<file path="src/rtl/sauria_div_pkg.sv">
// Shared types and helpers for the sequential restoring divider.
package sauria_div_pkg;

    typedef enum logic [1:0] {
        IDLE = 2'd0,
        CALC = 2'd1,
        DONE = 2'd2
    } div_state_t;

    // Wide enough to count 0..n inclusive.
    function automatic int cnt_width(input int n);
        return $clog2(n + 1);
    endfunction

    // A divide by zero reports this bit replicated across the whole quotient.
    localparam logic DIV_ZERO_QUOT_BIT = 1'b1;

endpackage

</file>
<file path="src/rtl/div_step.sv">
// One combinational restoring iteration: shift in a dividend bit, trial-subtract, keep or restore.
module div_step #(
    parameter int IB_W = 16
) (
    input  logic [IB_W:0]   rem_in,
    input  logic            bit_in,
    input  logic [IB_W-1:0] divisor,
    output logic            q_bit,
    output logic [IB_W:0]   rem_out
);

    logic [IB_W+1:0] shifted;
    logic [IB_W+1:0] diff;

    assign shifted = {rem_in, bit_in};
    assign diff    = shifted - {2'b00, divisor};
    // A borrow lands in the top bit; no borrow means the subtraction is kept.
    assign q_bit   = ~diff[IB_W+1];
    assign rem_out = q_bit ? diff[IB_W:0] : shifted[IB_W:0];

endmodule

</file>
<file path="src/rtl/divider_seq.sv">
// Sequential restoring divider with fixed latency, ready/valid on both sides, one division in flight.
module divider_seq
    import sauria_div_pkg::*;
#(
    parameter bit SIGNED         = 1'b0,
    parameter int IA_W           = 32,
    parameter int IB_W           = 16,
    parameter int BITS_PER_CYCLE = 1
) (
    input  logic            i_clk,
    input  logic            i_rst,
    input  logic            i_en_ff,
    input  logic            i_valid,
    output logic            o_ready,
    input  logic [IA_W-1:0] i_dividend,
    input  logic [IB_W-1:0] i_divisor,
    output logic            o_valid,
    input  logic            i_ready,
    output logic [IA_W-1:0] o_quot,
    output logic [IB_W-1:0] o_rem,
    output logic            o_div_zero,
    output logic [1:0]      o_state
);

    localparam int N     = IA_W / BITS_PER_CYCLE;
    localparam int CNT_W = cnt_width(N);

    div_state_t      state_q, state_d;
    logic [CNT_W-1:0] cnt_q;
    logic [IA_W-1:0] dvd_q;
    logic [IB_W-1:0] dvs_q;
    logic [IB_W:0]   rem_q;
    logic [IB_W-1:0] dvd_lo_q;
    logic            neg_quot_q, neg_rem_q, zero_q;
    logic [IA_W-1:0] quot_q;
    logic [IB_W-1:0] rem_o_q;
    logic            dz_q;

    // Handshakes: a transfer happens on a rising edge where valid && ready are both high;
    // o_ready depends only on state and i_en_ff, o_valid only on state.
    logic accept, last_step, deliver;
    assign o_ready   = (state_q == IDLE) && i_en_ff;
    assign o_valid   = (state_q == DONE);
    assign accept    = i_valid && o_ready;
    assign last_step = (state_q == CALC) && (cnt_q == CNT_W'(N - 1));
    assign deliver   = o_valid && i_ready && i_en_ff;
    assign o_state   = state_q;

    always_ff @(posedge i_clk or posedge i_rst) begin
        if (i_rst) state_q <= IDLE;
        else       state_q <= state_d;
    end

    always_comb begin
        state_d = state_q;
        case (state_q)
            IDLE:    if (accept) state_d = CALC;
            CALC:    if (i_en_ff && last_step) state_d = DONE;
            DONE:    if (deliver) state_d = IDLE;
            default: state_d = IDLE;
        endcase
    end

    // Operand magnitudes; the most-negative value maps to itself, which is correct unsigned.
    logic dvd_neg, dvs_neg;
    logic [IA_W-1:0] dvd_mag;
    logic [IB_W-1:0] dvs_mag;
    assign dvd_neg = SIGNED && i_dividend[IA_W-1];
    assign dvs_neg = SIGNED && i_divisor[IB_W-1];
    assign dvd_mag = dvd_neg ? -i_dividend : i_dividend;
    assign dvs_mag = dvs_neg ? -i_divisor : i_divisor;

    logic [IB_W:0]           rem_chain [BITS_PER_CYCLE+1];
    logic [BITS_PER_CYCLE-1:0] q_bits;
    assign rem_chain[0] = rem_q;

    for (genvar k = 0; k < BITS_PER_CYCLE; k++) begin : g_step
        div_step #(.IB_W(IB_W)) u_step (
            .rem_in  (rem_chain[k]),
            .bit_in  (dvd_q[IA_W-1-k]),
            .divisor (dvs_q),
            .q_bit   (q_bits[BITS_PER_CYCLE-1-k]),
            .rem_out (rem_chain[k+1])
        );
    end

    // The dividend register doubles as the quotient register: quotient bits shift in at the bottom.
    logic [IA_W-1:0] quot_next;
    logic [IB_W-1:0] rem_mag;
    logic [IA_W-1:0] res_quot;
    logic [IB_W-1:0] res_rem;
    assign quot_next = (dvd_q << BITS_PER_CYCLE) | IA_W'(q_bits);
    assign rem_mag   = rem_chain[BITS_PER_CYCLE][IB_W-1:0];
    assign res_quot  = zero_q ? {IA_W{DIV_ZERO_QUOT_BIT}}
                              : (neg_quot_q ? -quot_next : quot_next);
    assign res_rem   = zero_q ? dvd_lo_q : (neg_rem_q ? -rem_mag : rem_mag);

    always_ff @(posedge i_clk or posedge i_rst) begin
        if (i_rst) begin
            cnt_q      <= '0;
            dvd_q      <= '0;
            dvs_q      <= '0;
            rem_q      <= '0;
            dvd_lo_q   <= '0;
            neg_quot_q <= 1'b0;
            neg_rem_q  <= 1'b0;
            zero_q     <= 1'b0;
            quot_q     <= '0;
            rem_o_q    <= '0;
            dz_q       <= 1'b0;
        end else if (i_en_ff) begin
            if (accept) begin
                cnt_q      <= '0;
                dvd_q      <= dvd_mag;
                dvs_q      <= dvs_mag;
                rem_q      <= '0;
                dvd_lo_q   <= i_dividend[IB_W-1:0];
                neg_quot_q <= dvd_neg ^ dvs_neg;
                neg_rem_q  <= dvd_neg;
                zero_q     <= (i_divisor == '0);
            end else if (state_q == CALC) begin
                cnt_q <= cnt_q + 1'b1;
                dvd_q <= quot_next;
                rem_q <= rem_chain[BITS_PER_CYCLE];
                if (last_step) begin
                    quot_q  <= res_quot;
                    rem_o_q <= res_rem;
                    dz_q    <= zero_q;
                end
            end
        end
    end

    assign o_quot     = quot_q;
    assign o_rem      = rem_o_q;
    assign o_div_zero = dz_q;

endmodule

</file>
<file path="config.mk">
export PLATFORM = sky130hd
export DESIGN_NAME = divider_seq
export DESIGN_NICKNAME = d
export VERILOG_FILES = /design/src/rtl/sauria_div_pkg.sv /design/src/rtl/div_step.sv /design/src/rtl/divider_seq.sv
export SDC_FILE = /design/constraint.sdc
export NUM_CORES = 1
export LEC_CHECK = 0
export CORE_MARGIN = 3
export CORE_UTILIZATION = 54
export CTS_CLUSTER_DIAMETER = 80
export DETAILED_ROUTE_END_ITERATION = 7
export PLACE_DENSITY = 0.84
export SKIP_LAST_GASP = 1
export SLEW_MARGIN = 20
export SYNTH_ARGS = -nofsm -noshare
export SYNTH_HDL_FRONTEND = slang
export SYNTH_SLANG_ARGS = --single-unit
</file>
<file path="constraint.sdc">
create_clock -name i_clk -period 5.7 [get_ports i_clk]
set_input_delay 1.14 -clock i_clk [delete_from_list [all_inputs] [get_ports i_clk]]
set_output_delay 1.14 -clock i_clk [all_outputs]
set_load 0.02 [all_outputs]
</file>
======== Word-level counts from Yosys, hierarchy flattened ========
Index checks and enable logic that the tools add are counted.
storage, ports and cells
  register bits after elaboration ......... 139
  output and inout bits ................... 53
  logic and storage cells ................. 47
operators by class
  $add $sub $neg .......................... 2
  equal/unequal tests ..................... 6
  multiplexer cells ....................... 13
  bitwise logic cells ..................... 3
  reductions and logical operators ........ 13
operator list
  cell                                                                     number
  32-bit two-way mux                                                       3
  17-bit two-way mux                                                       3
  32-bit by 1-bit OR with 32-bit output                                    1
  18-bit by 16-bit subtractor with 18-bit output                           1
  16-bit logical NOT                                                       1
  16-bit two-way mux                                                       1
  6-bit two-way mux                                                        2
  6-bit by 1-bit adder with 6-bit output, second input constant            1
  6-bit by 5-bit == test with 1-bit output, second input constant          1
  1-bit logical AND                                                        6
  2-bit two-way mux                                                        3
  2-bit one-hot mux with 3 select lines                                    1
  2-bit inequality test, second input constant                             2
  2-bit AND reduction                                                      2
  4-bit AND reduction                                                      1
  3-bit AND reduction                                                      1
  2-bit by 1-bit == test with 1-bit output, second input constant          1
  2-bit == test, second input constant                                     1
  2-bit logical NOT                                                        1
  2-bit by 1-bit inequality test with 1-bit output, second input constant  1
  1-bit inverter                                                           2
  2-bit nonzero test                                                       1

======== Longest topological paths before layout ========
Gate-level depths: netlist of the first run.
  word-level depth ........................ 5
  depth in mapped cells ................... 11
  mapped depth without buffers ............ 11

======== Cells and area by module ========
Synthesis of the first run repeated with hierarchy kept, for this count alone.
second synthesis, totals
  cell total of the unflattened synthesis .. 704
  area total of the unflattened synthesis .. 7,043.0 um^2
modules (own cells, without submodules)
  module       times used  cells an instance  area each (um^2)
  divider_seq  1           556                5,891.9
  div_step     1           148                1,151.1

======== Least setup slack after synthesis of the first run ========
Ideal clock, no wire load.
  path type ............................... input to output
  start ................................... in i_en_ff
  end ..................................... out o_ready
  arrival time ............................ 1,746 ps
  data required time ...................... 4,560 ps
  setup slack ............................. 2,814 ps
  cell stages on the path ................. 1
  cells stage by stage .................... nor3b_1
between the ends
  word-level cells in the longest chain between the ends .. 1
RTL lines
  item                line               text
  start: declaration  divider_seq.sv:12  input logic i_en_ff,
  1-bit logical AND   divider_seq.sv:42  assign o_ready = (state_q == IDLE) && i_en_ff;
  end: declaration    divider_seq.sv:14  output logic o_ready,
Every way passes these cells.

======== Final worst setup path of the first run ========
  start ................................... in i_en_ff
  end ..................................... reg rem_o_q[9] (netlist: o_rem[9])
between the ends
  word-level cells in the longest chain between the ends .. 4
RTL lines
  item                                      line                text
  1-bit logical AND                         divider_seq.sv:42
  1-bit logical AND                         divider_seq.sv:44   assign accept = i_valid && o_ready;
  1-bit inverter (no source line)           -
  4-bit AND reduction (no source line) (*)  -
  end signal: assignment                    divider_seq.sv:127  rem_o_q <= res_rem;
  end: declaration                          divider_seq.sv:36   logic [IB_W-1:0] rem_o_q;
Every way passes the cells marked *; elsewhere a longest branch is shown, timed or not.
A chain may end at the register's enable or synchronous reset.

==> flow_metrics.py, run 1 <==
metrics = {
    "synthesis": {
        "yosys_warnings": 0,
        "ys_seq_area_frac": 0.5153,
        "async_flop_share": 1.000,
        "syn_nets": 824,
        "synth_largest_area_cell": "dfrtp_1",
        "synth-edff-count": 0,
        "synth_ff_type": "dfrtp_1",
        "yosysUniqueCellTypes": 49,
        "avgSynthCellArea_um2": 8.964,
        "syn_inst": 753,
        "synth_top_area_frac": 0.5153,
        "synth.area.top_cells": "dfrtp_1 (52%), nand2_1 (12%), o21ai_0 (6.2%)",
        "synth-seq-cells": 139,
        "syn_area_um2": 6750,
    },
    "critical_path": {
        "reg2reg_to": "rem_q[11]$_DFFE_PP0P_",
        "rrSetupSlack_ps": 2300,
        "cp_max_fo": 38,
        "crit_path_end_kind": "flop",
        "cp.required_ps": 5990,
        "critPathLaunch": "i_en_ff",
        "cp_data_arrival_time_ps": 4110,
        "timing.rr.start": "rem_q[5]$_DFFE_PP0P_",
        "critical_path_class": "primary input to flop",
        "critPathLaunchType": "primary input",
        "r2r_cells": 8,
    },
    "final_layout": {
        "final_area_um2": 8497,
        "layout_commonest_cell": "nand2_1",
        "final_cell_mix": "nand2_1 (215), dfrtp_1 (138), clkdlybuf4s50_1 (105), o21ai_0 (84), a21oi_1 (50)",
        "diodes": 0,
        "layout.cells.non_filler": 1019,
        "n_fill_cell": 902,
        "drive_gt1_frac": 0.05875,
        "areaGrowthSynthToFinish_pct": 25.88,
        "finalNetCount": 909,
    },
    "placed_design": {
        "gp_congestion": 0.8326,
        "place_ws_ps": 1530,
        "dp_hpwl_um": 11550,
        "dp.cells": 987,
        "io_buffers": 105,
        "placed_cell_area_um2": 7889,
    },
    "power": {
        "p_per_area_nw_per_um2": 524.7,
        "irDropWorstVdd_mv": 0.2512,
        "leakagePower_nw": 4.021,
    },
    "clock_network": {
        "clk_pin_slew_ps": 60,
        "cts_setup_buffers": 0,
        "clkSinkCount": 139,
        "cts_buffer_depth": 2,
        "cts_tree": "built",
        "cts_made_buffers": 17,
        "insertion_delay_ps": 420,
        "htreeDepth": 4,
        "cts_root_buf": "clkbuf_16",
        "cts_hold_buffers": 0,
        "cts_resized": 0,
    },
    "route": {
        "totalWireLength_um": 17570,
        "remaining_drc_errors": 0,
        "vias": 5911,
        "wl_per_cell_um": 17.24,
        "routed_via_density": 5.801,
        "final_antenna_net_count": 0,
        "first_pass_iters": 6,
        "drtIter0Drc": 626,
    },
    "floorplan": {
        "design.core.area_um2": 12110,
        "dieArea_um2": 13880,
        "io_pins": 106,
        "start_util": 0.5573,
        "die_y_um": 117.8,
        "row_count": 40,
        "die_w_um": 117.8,
    },
    "sta": {
        "hold_viol": 0,
        "max_slew_margin": 0.2516,
        "drv_slew": 0,
        "min_period_ps": 3828,
        "clock_skew_ps": 10.25,
        "fin_crit_sh": 0.6716,
        "fmax_mhz": 261.2,
        "fin_ws_ps": 1872,
        "worst_pin_slew_ps": 1119,
        "setup_viol": 0,
        "rsz0062_at_grt": "no",
        "setup_tns_ps": 0,
    },
    "hold_path": {
        "holdPathEnd": "dvd_lo_q[2]$_DFFE_PP0P_",
        "hp-class": "flop to flop",
        "min_path_cells": 2,
        "worstHoldStart": "dvd_lo_q[2]$_DFFE_PP0P_",
    },
    "global_routing": {
        "grt_overflow_total": 0,
        "grt_pass1_vias": 5906,
        "grt_first_pass_wirelength_um": 29160,
        "grt_max_degree": 102,
        "grt_antenna_before_repair": 0,
        "groute.usage.overall": 0.2590,
    },
    "job": {
        "maxCapViolCount": 0,
    },
    "outcome": {
        "status": "finished, final reports clean",
    },
}
final cells by class:
type | count | area (µm²) | area share
well taps | 168 | 210.2 | 0.02474
repair buffers | 112 | 1104 | 0.1299
multi-input cells | 547 | 3012 | 0.3544
clock buffers | 24 | 501.7 | 0.05905
clock inverters | 8 | 106.4 | 0.01252
inverters | 21 | 83.83 | 0.009866
flip-flops and latches | 139 | 3480 | 0.4095
cells in the mapped netlist (2+ instances only):
master    instances
xor2_1            8
ha_1             17
and3b_1           2
clkbuf_1         38
mux2i_1          15
nor3_1            2
a22oi_1          29
buf_2             2
nor4_1            5
nand3_1          21
nand3b_1         17
nor2_1           17
a211o_1           2
a21o_1            4
dfrtp_1         139
nand2_1         215
mux2_2            3
and4_1            2
xnor2_1          11
buf_1             5
o21ai_1           9
o21ai_0          84
a21oi_1          50
nand2b_1          4
and3_1            5
a211oi_1          3
inv_1            21
nand4_1           2
through the flow:
stage / hold slack [ps] / power [mW] / utilization
2_1_floorplan: 436.8 / 2.822 / -
3_3_place_gp: 450.2 / 3.191 / 0.6513
3_5_place_dp: 457.0 / 3.291 / 0.6513
4_1_cts: 469.9 / 4.443 / 0.7016
5_1_grt: 497.8 / 4.739 / 0.7016
6_report: 466.0 / 4.458 / 0.7016
worst max-delay path by stage:
stage / endpoint / slack (ps) / cells past startpoint
2_1_floorplan: cnt_q[0]$_DFFE_PP0P_ / 840 / 1
3_3_place_gp: o_rem[13]$_DFFE_PP0P_ / 1730 / 8
3_5_place_dp: o_rem[10]$_DFFE_PP0P_ / 1530 / 8
4_1_cts: o_ready / 1940 / 3
5_1_grt: o_rem[9]$_DFFE_PP0P_ / 1680 / 8
6_report: o_rem[9]$_DFFE_PP0P_ / 1870 / 8
critical path, cell delays in order:
cell and delay, ps:
clkdlybuf4s50_1 510, and3b_1 170, buf_4 380, and4_1 310, nand3b_1 710, buf_4 530, a21oi_1 230, a21oi_1 110
sequential cells by signal (all words and copies together) (netlist names):
| signal | cells |
|---|---|
| dvd_q | 32 |
| o_quot | 32 |
| rem_q | 17 |
| dvd_lo_q | 16 |
| dvs_q | 16 |
| o_rem | 16 |
| cnt_q | 6 |
| o_state | 2 |
| o_div_zero | 1 |
| zero_q | 1 |
power by group:
part | switching [mW] | total (mW) | internal [mW]
clock network | 0.419 | 1.12 | 0.705
registers | 0.206 | 1.48 | 1.28
logic | 1.09 | 1.85 | 0.756
total | 1.72 | 4.46 | 2.74
cell families (layout without fill, tap and decap cells):
family,count (synthesis),after routing,share of synthesized area
adders and majority gates,18,18,0.03448
and+or+nand+nor,298,298,0.1924
xor gates and xnor gates,19,19,0.02465
buffers and inverters,67,165,0.03930
muxes,18,18,0.02725
AOI/OAI and AO/OA,194,194,0.1666
DFF,139,139,0.5153
metal layers:
layer  up-vias  wire length [µm]  global-route usage
met1      2923              7086              0.3310
met3        32               996             0.05382
met2       213              9042              0.4326
li1       2743                 -                   -
met4         0               444              0.1055
met5         -                 0                   0
No activity file was read; power rests on OpenSTA's default activity.
==> run 2, diff against run 1 <==
Clock period 5.7 ns to 3.9 ns, I/O delays scaled along.
==> run 2 against run 1 <==
  * Worst hold slack lost 0.95 ps
  * Largest cell class unchanged
  * Global-route usage shrank 0.21 points
  * Sequential cell count is the same
  * Clock skew grew 1.0 ps
  * Wire length shrank 0.86%
  * Clock-buffer cell count shrank 6
==> flow_metrics.py, run 2 (synthesis gave the netlist of run 1 again) <==
metrics = {
    "outcome": {
        "status": "finished, final reports clean",
    },
    "critical_path": {
        "worst_path_max_delay_cell": "clkdlybuf4s50_1",
        "crit_family": "buffers and inverters",
        "cp_slowest_stage_delay_ps": 670,
        "crit_path_end_kind": "primary output",
        "cp_data_arrival_time_ps": 2330,
        "path_cells": "clkdlybuf4s50_1, nor3b_1, clkdlybuf4s50_1",
        "r2r_cells": 9,
        "rrSetupSlack_ps": 840,
        "critPathLaunchType": "primary input",
        "cp.required_ps": 3120,
        "critical_path_class": "primary input to primary output",
        "cp_max_fo": 4,
        "crit_buf_inv": 2,
        "crit_top_cell": "clkdlybuf4s50_1",
        "path_depth": 3,
    },
    "global_routing": {
        "groute.usage.overall": 0.2569,
        "grt_max_degree": 67,
        "grt_antenna_before_repair": 0,
        "grt_pass1_vias": 5994,
        "grt_overflow_total": 0,
        "grt_first_pass_wirelength_um": 29060,
    },
    "route": {
        "wl_per_cell_um": 16.96,
        "routed-wl-met2_um": 8722,
        "drtIter0Drc": 526,
        "first_pass_iters": 5,
        "final_antenna_net_count": 0,
        "totalWireLength_um": 17420,
        "remaining_drc_errors": 0,
        "dr.max_layer_used": "met4",
        "routed_via_density": 5.797,
        "wl_met1_um": 7226,
        "vias": 5954,
        "wl_met3_um": 908,
    },
    "sta": {
        "clock_skew_ps": 11.25,
        "setup_tns_ps": 0,
        "worst_pin_slew_ps": 1014,
        "setup_viol": 0,
        "rsz0062_at_grt": "no",
        "min_period_ps": 3106,
        "fin_crit_sh": 0.7963,
        "max_slew_margin": 0.3239,
        "hold_viol": 0,
        "fmax_mhz": 322.0,
        "fin_ws_ps": 794.4,
        "drv_slew": 0,
    },
    "clock_network": {
        "insertion_delay_ps": 420,
        "cts_buffer_depth": 2,
        "cts_resized": 0,
        "clk_pin_slew_ps": 60,
        "cts_hold_buffers": 0,
        "clkSinkCount": 139,
        "cts_made_buffers": 17,
        "cts_setup_buffers": 0,
        "cts_tree": "built",
        "cts_root_buf": "clkbuf_16",
        "htreeDepth": 4,
    },
    "floorplan": {
        "row_count": 40,
        "die_y_um": 117.8,
        "die_w_um": 117.8,
        "dieArea_um2": 13880,
        "io_pins": 106,
        "design.core.area_um2": 12110,
        "start_util": 0.5573,
    },
    "hold_path": {
        "hp-class": "flop to flop",
        "min_path_cells": 2,
    },
    "placed_design": {
        "io_buffers": 105,
        "gp_congestion": 0.8724,
        "place_ws_ps": 737.1,
        "dp_hpwl_um": 11850,
    },
    "final_layout": {
        "n_fill_cell": 858,
        "drive_gt1_frac": 0.06868,
        "areaGrowthSynthToFinish_pct": 27.01,
        "finalNetCount": 917,
        "diodes": 0,
        "final_cell_mix": "nand2_1 (215), dfrtp_1 (138), clkdlybuf4s50_1 (105), o21ai_0 (84), a21oi_1 (50)",
        "layout_commonest_cell": "nand2_1",
    },
    "power": {
        "p_per_area_nw_per_um2": 756.4,
        "leakagePower_nw": 4.064,
        "irDropWorstVdd_mv": 0.3247,
    },
    "job": {
        "maxCapViolCount": 0,
    },
}
[run 2: cell types whose count changed in the layout (fill, tap and decap cells not counted)]
| cell | delta |
|---|---|
| buf_12 | +3 |
| buf_4 | +5 |
| clkbuf_1 | -1 |
| clkbuf_8 | -5 |
| clkinv_2 | +1 |
| clkinv_4 | +3 |
| inv_6 | +1 |
| inv_8 | +1 |
[run 2: final timing paths]
| kind | to | startpoint |
|---|---|---|
| setup / recovery | o_ready | i_en_ff |
| hold / removal | o_quot[1]$_DFFE_PP0P_ | o_quot[1]$_DFFE_PP0P_ |
| setup reg to reg | rem_q[9]$_DFFE_PP0P_ | rem_q[3]$_DFFE_PP0P_ |
| hold reg to reg | o_quot[1]$_DFFE_PP0P_ | o_quot[1]$_DFFE_PP0P_ |
| max in group asynchronous | zero_q$_DFFE_PP0P_ | i_rst |
| min in group asynchronous | o_div_zero$_DFFE_PP0P_ | i_rst |
[run 2: per-stage QoR]
| step | power (mW) | instance area [µm²] | util | hold slack (ps) | std cells |
|---|---|---|---|---|---|
| 3_5_place_dp | 4.837 | 7965 | 0.6576 | 455.5 | 994 |
| 2_1_floorplan | 4.124 | 6754 | - | 436.8 | 753 |
| 5_1_grt | 6.915 | 8573 | 0.7079 | 495.2 | 1027 |
| 6_report | 6.485 | 8573 | 0.7079 | 465.0 | 1027 |
| 3_3_place_gp | 4.686 | 7965 | 0.6576 | 451.1 | 994 |
| 4_1_cts | 6.473 | 8553 | 0.7062 | 471.3 | 1026 |
[run 2: worst register-to-register path, cell delays in order, from the launching register on]
cell and delay [ps]:
dfrtp_1 400, ha_1 390, nand2_2 100, a211oi_2 350
o2111ai_2 190, and3_1 260, nor3_4 420, buf_4 330
mux2i_1 330, o21ai_0 150
[run 2: area by class of cell]
| cell class | count | area (µm²) | area share |
|---|---|---|---|
| Sequential cell | 139 | 3480 | 0.4059 |
| Multi-Input combinational cell | 547 | 3012 | 0.3513 |
| Timing Repair Buffer | 120 | 1201 | 0.1401 |
| Clock buffer | 18 | 429.2 | 0.05006 |
| Tap cell | 168 | 210.2 | 0.02452 |
| Clock inverter | 14 | 158.9 | 0.01853 |
| Inverter | 21 | 82.58 | 0.009632 |
[run 2: report_power, final]
group | total [mW] | leakage (nW) | internal (mW) | switching [mW]
sequential | 2.17 | 1.83 | 1.87 | 0.304
clock | 1.60 | 0.288 | 0.954 | 0.644
combinational | 2.71 | 1.95 | 1.12 | 1.59
[run 2: layer usage]
metal,vias to the layer above,GRT usage
li1,2768,-
met1,2921,0.3303
met5,-,0
met3,48,0.05430
met2,217,0.4175
met4,0,0.1223
==> run 3, diff against run 2 <==
Clock period 3.9 ns to 3.11 ns, I/O delays scaled along.
==> run 3 against run 2 <==
  * Global-route usage is 0.054 points higher
  * Via count is 0.94% lower
  * Clock skew fell by 1.1 ps
  * Setup slack got worse by 460 ps
  * Register-to-register slack lost 510 ps
==> flow_metrics.py, run 3 (synthesis gave the netlist of run 1 again) <==
metrics = {
    "outcome": {
        "status": "finished, final reports clean",
    },
    "sta": {
        "fin_crit_sh": 0.8937,
        "hold_viol": 0,
        "fin_ws_ps": 330.6,
        "fmax_mhz": 359.8,
        "setup_tns_ps": 0,
        "worst_pin_slew_ps": 1058,
        "rsz0062_at_grt": "no",
        "max_slew_margin": 0.2944,
        "min_period_ps": 2779,
        "clock_skew_ps": 10.18,
        "drv_slew": 0,
        "setup_viol": 0,
    },
    "route": {
        "wl_per_cell_um": 16.97,
        "vias": 5898,
        "remaining_drc_errors": 0,
        "first_pass_iters": 5,
        "drtIter0Drc": 468,
        "final_antenna_net_count": 0,
        "routed_via_density": 5.749,
        "totalWireLength_um": 17410,
    },
    "floorplan": {
        "row_count": 40,
        "dieArea_um2": 13880,
        "io_pins": 106,
        "die_w_um": 117.8,
        "design.core.area_um2": 12110,
        "start_util": 0.5573,
        "die_y_um": 117.8,
    },
    "power": {
        "irDropWorstVdd_mv": 0.5207,
        "p_sw_mw": 3.103,
        "leakagePower_nw": 4.060,
        "p_clk_frac": 0.248,
        "power.internal_mw": 5.018,
        "sequentialPowerShare": 0.334,
        "comb_power_share": 0.418,
        "switching_share": 0.3821,
        "p_per_area_nw_per_um2": 947.4,
    },
    "global_routing": {
        "grt_antenna_before_repair": 0,
        "groute.usage.overall": 0.2575,
        "grt_first_pass_wirelength_um": 28940,
        "grt_pass1_vias": 5916,
        "grt_overflow_total": 0,
        "grt_max_degree": 85,
    },
    "final_layout": {
        "diodes": 0,
        "finalNetCount": 917,
        "seq_area_um2": 3480,
        "n_fill_cell": 921,
        "layout.cells.non_filler": 1026,
        "drive_gt1_frac": 0.06643,
        "areaGrowthSynthToFinish_pct": 26.99,
        "final_cell_mix": "nand2_1 (215), dfrtp_1 (138), clkdlybuf4s50_1 (105), o21ai_0 (84), a21oi_1 (50)",
        "layout_commonest_cell": "nand2_1",
        "multi_input_area_um2": 3012,
    },
    "critical_path": {
        "cp_max_fo": 3,
        "cp_data_arrival_time_ps": 3060,
        "cp_slowest_stage_delay_ps": 430,
        "critPathLaunchType": "flop",
        "crit_top_cell": "inv_1",
        "crit_path_end_kind": "flop",
        "worst_path_max_delay_cell": "fa_1",
        "path_cells": "inv_1, ha_1, inv_1, fa_1, a21o_1, a311o_1, a211oi_1, o41ai_1, nor4_1, xnor2_1, o21ai_0",
        "cp.required_ps": 3390,
        "critical_path_class": "flop to flop",
    },
    "placed_design": {
        "place_ws_ps": 336.1,
        "gp_congestion": 0.8269,
        "io_buffers": 105,
        "dp_hpwl_um": 12100,
        "dp.cells": 995,
    },
    "clock_network": {
        "insertion_delay_ps": 420,
        "cts_hold_buffers": 0,
        "cts_setup_buffers": 0,
        "cts_root_buf": "clkbuf_16",
        "cts_tree": "built",
        "cts_resized": 0,
        "clk_pin_slew_ps": 60,
        "cts_buffer_depth": 2,
        "clkSinkCount": 139,
        "htreeDepth": 4,
        "cts_made_buffers": 17,
    },
    "hold_path": {
        "hp-class": "flop to flop",
    },
    "job": {
        "maxCapViolCount": 0,
    },
}
run 3: cell count changes in the layout (fill, tap and decap cells not counted):
| cell | delta |
|---|---|
| inv_8 | -1 |
| clkbuf_8 | +3 |
| inv_6 | -2 |
| clkbuf_1 | +1 |
| clkinv_4 | -2 |
run 3: layer usage:
layer / track usage / share of wire / wire length (µm)
met1: 0.3364 / 0.42 / 7236
met2: 0.4201 / 0.50 / 8675
met3: 0.05622 / 0.054 / 945
met4: 0.1040 / 0.032 / 553
met5: 0 / 0 / 0
run 3: cell type report:
cell class / count / share of cell area
multi-input cells: 547 / 0.3513
repair buffers: 120 / 0.1401
well taps: 168 / 0.02452
clock buffers: 22 / 0.05532
inverters: 21 / 0.009634
clock inverters: 9 / 0.01314
flip-flops and latches: 139 / 0.4059
run 3: power by group through the flow:
stage	Clock (mW)	Sequential [mW]	Combinational [mW]
floorplan	0	2.67	2.50
global placement	0	2.71	3.20
detailed placement	0	2.73	3.35
CTS	2.02	2.71	3.38
global route	2.10	2.77	3.78
finish	2.01	2.71	3.40
run 3: worst max-delay path, delay by kind of cell (launching register included):
kind,cells,cell delay [ps]
xor+xnor,1,160
simple gates,1,320
compound gates,5,1050
flops,1,360
fa+ha+maj,2,600
buf+inv,2,150
run 3: final timing paths:
| path | startpoint | endpoint | slack, ps | cells after the start |
|---|---|---|---|---|
| worst max-delay path | dvd_q[31]$_DFFE_PP0P_ | rem_q[16]$_DFFE_PP0P_ | 330 | 11 |
| worst min-delay path | o_quot[9]$_DFFE_PP0P_ | o_quot[9]$_DFFE_PP0P_ | 470 | 2 |
| worst max register to register | dvd_q[31]$_DFFE_PP0P_ | rem_q[16]$_DFFE_PP0P_ | 330 | 11 |
| worst min register to register | o_quot[9]$_DFFE_PP0P_ | o_quot[9]$_DFFE_PP0P_ | 470 | 2 |
| max in group asynchronous | i_rst | rem_q[1]$_DFFE_PP0P_ | 1880 | 3 |
| min in group asynchronous | i_rst | dvd_lo_q[6]$_DFFE_PP0P_ | 520 | 2 |
run 3: stage by stage:
| stage | util | hold slack [ps] | total power [mW] | cell area, µm² |
|---|---|---|---|---|
| finish | 0.7077 | 468.4 | 8.121 | 8572 |
| global route | 0.7077 | 495.2 | 8.654 | 8572 |
| CTS | 0.7077 | 468.5 | 8.108 | 8572 |
| detailed placement | 0.6593 | 455.6 | 6.078 | 7985 |
| global placement | 0.6593 | 451.1 | 5.909 | 7985 |
| floorplan | - | 436.8 | 5.172 | 6754 |
